$ cat config.mk
export PLATFORM = sky130hd
export DESIGN_NAME = ps2_arrow_decoder
export DESIGN_NICKNAME = d
export VERILOG_FILES = /design/src/rtl/ps2_arrow_decoder.sv
export SDC_FILE = /design/constraint.sdc
export NUM_CORES = 1
export LEC_CHECK = 0
export ABC_AREA = 1
export BUFFER_PORTS_ARGS = -buffer_cell sky130_fd_sc_hd__buf_4
export CAP_MARGIN = 10
export CORE_ASPECT_RATIO = 0.7
export CORE_MARGIN = 10
export CORE_UTILIZATION = 30
export CTS_CLUSTER_DIAMETER = 60
export DETAILED_ROUTE_END_ITERATION = 7
export MAX_ROUTING_LAYER = met4
export PLACE_DENSITY_LB_ADDON = 0.3
export SETUP_SLACK_MARGIN = 0.4
export SYNTH_ARGS = -nofsm -noshare
export SYNTH_HDL_FRONTEND = slang
export SYNTH_SLANG_ARGS = --single-unit
$ cat constraint.sdc
create_clock -name clock -period 2.2 [get_ports clock]
set_clock_uncertainty 0.15 [all_clocks]
set_input_delay 0.55 -clock clock [delete_from_list [all_inputs] [get_ports clock]]
set_output_delay 0.55 -clock clock [all_outputs]
set_load 0.02 [all_outputs]
$ cat src/rtl/ps2_arrow_decoder.sv
// PS/2 scan-code parser: turns E0/F0-prefixed arrow codes into held levels,
// fresh-make pulses, the most recent direction and a protocol-error pulse.
module ps2_arrow_decoder #(
  parameter int TIMEOUT_CYCLES = 1000000
) (
  input  logic       clock,
  input  logic       resetn,
  input  logic [7:0] ps2_key_data,
  input  logic       ps2_key_pressed,
  output logic       left,
  output logic       right,
  output logic       up,
  output logic       down,
  output logic       left_p,
  output logic       right_p,
  output logic       up_p,
  output logic       down_p,
  output logic [1:0] last_dir,
  output logic       proto_err
);
  localparam int CW = $clog2(TIMEOUT_CYCLES + 1);

  typedef enum logic [1:0] {S_IDLE, S_E0, S_F0, S_E0F0} state_t;

  state_t        state_q, state_d;
  logic [CW-1:0] cnt_q, cnt_d;
  // Index 0..3 = left, right, up, down; matches the last_dir encoding.
  logic [3:0]    lvl_q, lvl_d;
  logic [3:0]    pls_q, pls_d;
  logic [1:0]    dir_q, dir_d;
  logic          err_q, err_d;

  logic       is_arrow, is_err;
  logic [1:0] idx;

  always_comb begin
    is_arrow = 1'b1;
    idx      = 2'd0;
    case (ps2_key_data)
      8'h6B:   idx = 2'd0;
      8'h74:   idx = 2'd1;
      8'h75:   idx = 2'd2;
      8'h72:   idx = 2'd3;
      default: is_arrow = 1'b0;
    endcase
    is_err = (ps2_key_data == 8'hAA) || (ps2_key_data == 8'hFC) ||
             (ps2_key_data == 8'h00) || (ps2_key_data == 8'hFF);
  end

  always_ff @(posedge clock) begin
    if (!resetn) begin
      state_q <= S_IDLE;
      cnt_q   <= '0;
      lvl_q   <= '0;
      pls_q   <= '0;
      dir_q   <= 2'b00;
      err_q   <= 1'b0;
    end else begin
      state_q <= state_d;
      cnt_q   <= cnt_d;
      lvl_q   <= lvl_d;
      pls_q   <= pls_d;
      dir_q   <= dir_d;
      err_q   <= err_d;
    end
  end

  always_comb begin
    state_d = state_q;
    cnt_d   = cnt_q + CW'(1);
    lvl_d   = lvl_q;
    pls_d   = '0;
    dir_d   = dir_q;
    err_d   = 1'b0;
    if (ps2_key_pressed || state_q == S_IDLE) cnt_d = '0;

    if (ps2_key_pressed) begin
      if (is_err) begin
        lvl_d   = '0;
        err_d   = 1'b1;
        state_d = S_IDLE;
      end else begin
        case (state_q)
          S_IDLE: begin
            if (ps2_key_data == 8'hE0)      state_d = S_E0;
            else if (ps2_key_data == 8'hF0) state_d = S_F0;
          end
          S_E0: begin
            if (ps2_key_data == 8'hF0)      state_d = S_E0F0;
            else if (ps2_key_data == 8'hE0) state_d = S_E0;
            else begin
              state_d = S_IDLE;
              if (is_arrow) begin
                // Typematic repeats keep the level but must not re-pulse.
                if (!lvl_q[idx]) begin
                  pls_d[idx] = 1'b1;
                  dir_d      = idx;
                end
                lvl_d[idx] = 1'b1;
              end
            end
          end
          S_E0F0: begin
            if (is_arrow) begin
              lvl_d[idx] = 1'b0;
              state_d    = S_IDLE;
            end else if (ps2_key_data == 8'hE0) begin
              state_d = S_E0;
            end else begin
              state_d = S_IDLE;
            end
          end
          default: state_d = S_IDLE;
        endcase
      end
    end else if (state_q != S_IDLE && cnt_q == CW'(TIMEOUT_CYCLES - 1)) begin
      state_d = S_IDLE;
      err_d   = 1'b1;
    end
  end

  assign left      = lvl_q[0];
  assign right     = lvl_q[1];
  assign up        = lvl_q[2];
  assign down      = lvl_q[3];
  assign left_p    = pls_q[0];
  assign right_p   = pls_q[1];
  assign up_p      = pls_q[2];
  assign down_p    = pls_q[3];
  assign last_dir  = dir_q;
  assign proto_err = err_q;
endmodule

; After elaboration in Yosys (flattened, before gate mapping)
; Cells that the tools add are included.
[totals]
ff_bits = 33
inputBits = 11
output_inout_bits = 11
word_cells = 78
[classes]
addsub = 1
magnitude_cmp = 2
eq_ne = 17
n_mux = 24
n_bitwise = 11
reduce_logical = 17
[op_table]
columns = operator, count
row1 = $eq 8x8->1 const B, 5
row2 = $eq 8x7->1 const B, 4
row3 = $add 20x1->20 const B, 1
row4 = $eq 20x20->1 const B, 1
row5 = $mux 4, 5
row6 = $mux 2, 7
row7 = $ne 3x3->1 const B, 4
row8 = $pmux 2 s3, 2
row9 = $logic_not 8->1, 1
row10 = $not 1->1, 8
row11 = $pmux 4 s2, 1
row12 = $reduce_or 8->1, 1
row13 = $mux 1, 7
row14 = $reduce_and 7->1, 1
row15 = $reduce_and 6->1, 1
row16 = $ne 5x3->1 const B, 1
row17 = $and 4x4->4, 1
row18 = $logic_or 1x1->1, 4
row19 = $not 4->4, 1
row20 = $or 4x4->4, 1
row21 = $reduce_bool 2->1, 2
row22 = $reduce_or 4->1, 1
row23 = $lt 2x3->1 const B, 1
row24 = $reduce_bool 3->1, 1
row25 = 9 further kinds, 10

; Depth between registers and ports, before layout
[logic_depth]
depth_word = 12
depth_mapped = 13

; Least setup slack after synthesis
; OpenSTA, ideal clock, no wires.
[synth_path]
path_kind = in2reg
from = in resetn
to = reg cnt_q[13]
arrival_time_ns = 1.444
slack_ns = 0.529
stages = 6
cell_sequence = buf_2 > inv_1 > nor3_4 > inv_2 > buf_2 > nor3_1
[synth_via]
elab_chain_cells = 2
[synth_lines]
columns = element, line_no
row1 = from (decl), 7  ; input logic resetn,
row2 = $not 1->1 (no line), n/a
row3 = $reduce_or 2->1 (no line), n/a
row4 = to (signal assigned), 60  ; cnt_q <= cnt_d;
row5 = to (decl), 26  ; logic [CW-1:0] cnt_q, cnt_d;
; Every way passes these cells.
; A chain may end at the register's enable or synchronous reset.

; Worst setup path in the final report
[layout_path]
from = in ps2_key_data[7]
to = reg lvl_q[3]
[layout_via]
elab_chain_cells = 12
word_cells_on_any_way = 36
cone_classes = order compare: 2 / eq/ne: 13 / mux: 10 / bitwise: 3 / reduce/logical: 8
[layout_lines]
columns = element, line_no
row1 = from (decl), 8  ; input logic [7:0] ps2_key_data,
row2 = $eq 8x7->1, 39  ; case (ps2_key_data)
row3 = $pmux 2 s3, 39
row4 = $lt 2x3->1 (not written as such) / $ge 2x1->1 (equally long branches), "99, 105"
row5 = $logic_and 1x1->1 (not written as such), "99, 105"
row6 = $mux 1 (not written as such), "99, 105"
row7 = $demux 1 s2, "99, 105"
row8 = $or 4x4->4 (no line), n/a
row9 = $mux 4, 93  ; if (is_arrow) begin
row10 = $mux 4, 90  ; else if (ps2_key_data == 8'hE0) state_d = S_E0;
row11 = $mux 4, 89  ; if (ps2_key_data == 8'hF0) state_d = S_E0F0;
row12 = $pmux 4 s2, 83  ; case (state_q)
row13 = $mux 4, 78  ; if (is_err) begin
row14 = to (signal assigned), 61  ; lvl_q <= lvl_d;
row15 = to (decl), 28  ; logic [3:0] lvl_q, lvl_d;
; Several ways; a longest one is shown, not always the timed one. The select of a mux whose other input is x is not followed.

==> flow_summary.yaml <==
routing:
  route.detailed.drc: 0
  vias_per_cell: 4.574
  postRouteWirelength_um: 4564
  drt-initial-drc-count: 69
  drtPass1Iterations: 4
  drt-wirelength-per-cell_um: 11.19
  ant_nets: 0
  vias: 1866
hold_path:
  min_path_type: "reg2reg"
yosys:
  synthDistinctLibCells: 30
  synthArstFlopShare_pct: 0
  synth_edf_count: 0
  synthFlopType: "dfxtp_1"
  yosys.area.top_type: "dfxtp_1"
  yosysSeqAreaShare_pct: 33.80
  yosysWarnings: 0
  synthCells: 303
  avgSynthCellArea_um2: 6.450
  synth_area_um2: 1954
  yosys-top-cells-count: "nand2_1, nor2_1, inv_1"
  syn_nets: 315
  synth_top_cell_area_share_pct: 33.80
  synth_most_common_cell: "nand2_1"
  synthTopCellsByArea: "dfxtp_1, nand2_1, nor2_1, inv_1, nand3_1"
  synth-seq-cells: 33
clock_tree:
  clk_pin_slew_ns: 0.08
  clk_latency_ns: 0.29
  htree_num_levels: 2
  cts_buffers: 5
  cts.path.max_buffers: 2
  clkSinkCount: 33
  root_buffer: "clkbuf_8"
  cts_tree: "built"
timing:
  rsz0062_at_grt: "false"
  setup_tns_ns: 0
  slew_headroom_pct: 78.10
  tightest_slew_ns: 0.3260
  setup_viol_count_final: 0
  slew_violations: 0
  fin_crit_sh_pct: 74.38
  fmax_ghz: 0.6111
  hold_viol: 0
  fin_hold_ws_ns: 0.3049
  fin_crit_ns: 1.636
setup_path:
  arrival_ns: 1.67
  crit_required_ns: 2.23
  cp_max_fo: 6
  startpoint_type: "input pin"
  criticalPathCategory: "in2reg"
  endpoint_kind: "register"
placed_design:
  hpwl_um: 3672
  finalWeightedCongestion: 0.8559
  port_buffers: 21
  placed_area_um2: 2197
floorplanning:
  rows: 24
  dieWidth_um: 116.5
  io_pins: 22
  initial_core_util_pct: 31.14
  die_h_um: 87.53
  dieArea_um2: 10190
  core_area_um2: 6276
finish:
  antenna_cells: 0
  finish.utilization_pct: 37.78
  fillerInstances: 655
  nets: 341
  area_delta_synth_final_pct: 21.32
  drive_gt1_share_pct: 23.03
  fin_area_um2: 2371
pwr:
  ir_worst_vdd_v: 0.0002660
  p_total_mw: 1.293
  leakage_nw: 1.050
  pwr_density_cell_nw_per_um2: 545.3
grt:
  grt_max_degree: 13
  first_global_vias: 1768
  antenna_found_initial: 0
  met3_usage_pct: 3.825
  busiest_layer: "met2"
  met2_usage_pct: 14.09
  grt_usage_pct: 9.881
  grt_use_met1_pct: 12.41
  grt_pass1_wl_um: 7879
  gr-total-overflow: 0
run:
  max_cap_violations: 0
run_status:
  outcome: "completed"
==> worst max-delay path, cell delays in order <==
cell and delay (ns):
buf_4 0.13, inv_1 0.06, nand2_2 0.08, nor2_8 0.18, nand2_4 0.09, nand2_2 0.08
inv_2 0.03, nand2_1 0.06, nand2_1 0.05, nand2_1 0.11, nand2_1 0.11, nand2_1 0.08
a21oi_1 0.05
==> worst paths after layout <==
path | startpoint | end | slack [ns] | cells past startpoint
setup / recovery | ps2_key_data[7] | lvl_q[3]$_SDFFE_PN0P_ | 0.56 | 13
hold / removal | cnt_q[0]$_SDFF_PP0_ | cnt_q[0]$_SDFF_PP0_ | 0.30 | 1
setup reg to reg | cnt_q[0]$_SDFF_PP0_ | cnt_q[13]$_SDFF_PP0_ | 0.57 | 8
hold reg to reg | cnt_q[0]$_SDFF_PP0_ | cnt_q[0]$_SDFF_PP0_ | 0.30 | 1
==> layout by cell type, fill, tap and decap left out, drive strengths merged, types with 2 or more instances in the layout <==
master | Yosys | layout
nor2 | 64 | 64
a21oi | 16 | 16
o21a | 2 | 2
nor3b | 2 | 2
inv | 47 | 47
and3 | 2 | 2
o211ai | 2 | 2
nand3 | 17 | 17
o21ai | 12 | 12
clkbuf | 0 | 5
buf | 4 | 23
nor3 | 10 | 10
o21bai | 2 | 2
nand4 | 10 | 10
nand2 | 77 | 77
dfxtp | 33 | 33
==> state kept, by name, indices dropped and copies added (netlist names) <==
register / count
cnt_q: 20
lvl_q: 4
pls_q: 4
last_dir: 2
state_q: 2
proto_err: 1
==> final cells by class <==
cell class / count / area [um2] / area share, %
multi-input cells: 219 / 1142 / 48.18
flip-flops and latches: 33 / 666.9 / 28.13
inverters: 47 / 176.4 / 7.441
repair buffers: 23 / 172.7 / 7.282
well taps: 78 / 97.59 / 4.116
clock buffers: 5 / 68.82 / 2.902
clock inverters: 3 / 46.29 / 1.953
==> per-layer routing <==
metal | part of all wire [%] | routed length [um]
met3 | 7.4 | 339
met1 | 51 | 2348
met5 | 0 | 0
met2 | 40 | 1810
met4 | 1.4 | 65
==> power by group <==
part           internal [mW]  switching, mW  total [mW]
clock network          0.339          0.235       0.574
registers              0.602        0.00652       0.608
logic                 0.0390         0.0712       0.110
==> cell families after synthesis <==
kind of cell	share of synthesized area [%]
AO/OA/AOI/OAI	9.666
XOR/XNOR	0.4482
adder cells (fa/ha/maj)	0.6401
buffers and inverters	10.05
flip-flops	33.80
AND/OR/NAND/NOR	45.39
==> what timing repair did <==
action / CTS / global route
endpoints found under the setup margin: 1 / 10
pin swaps: 1 / 4
resized for setup: 2 / 14
buffers inserted: 0 / 1
hold buffers: 0 / 0
endpoints found under the hold margin: 0 / 0
==> per-stage QoR <==
step,instances,worst slack (ns)
after floorplan,303,0.5287
after global placement,399,0.2291
after detailed placement,399,0.2275
after CTS,407,0.4188
after global routing,408,0.4066
final,408,0.5637
No activity file was read; power rests on OpenSTA's default activity.
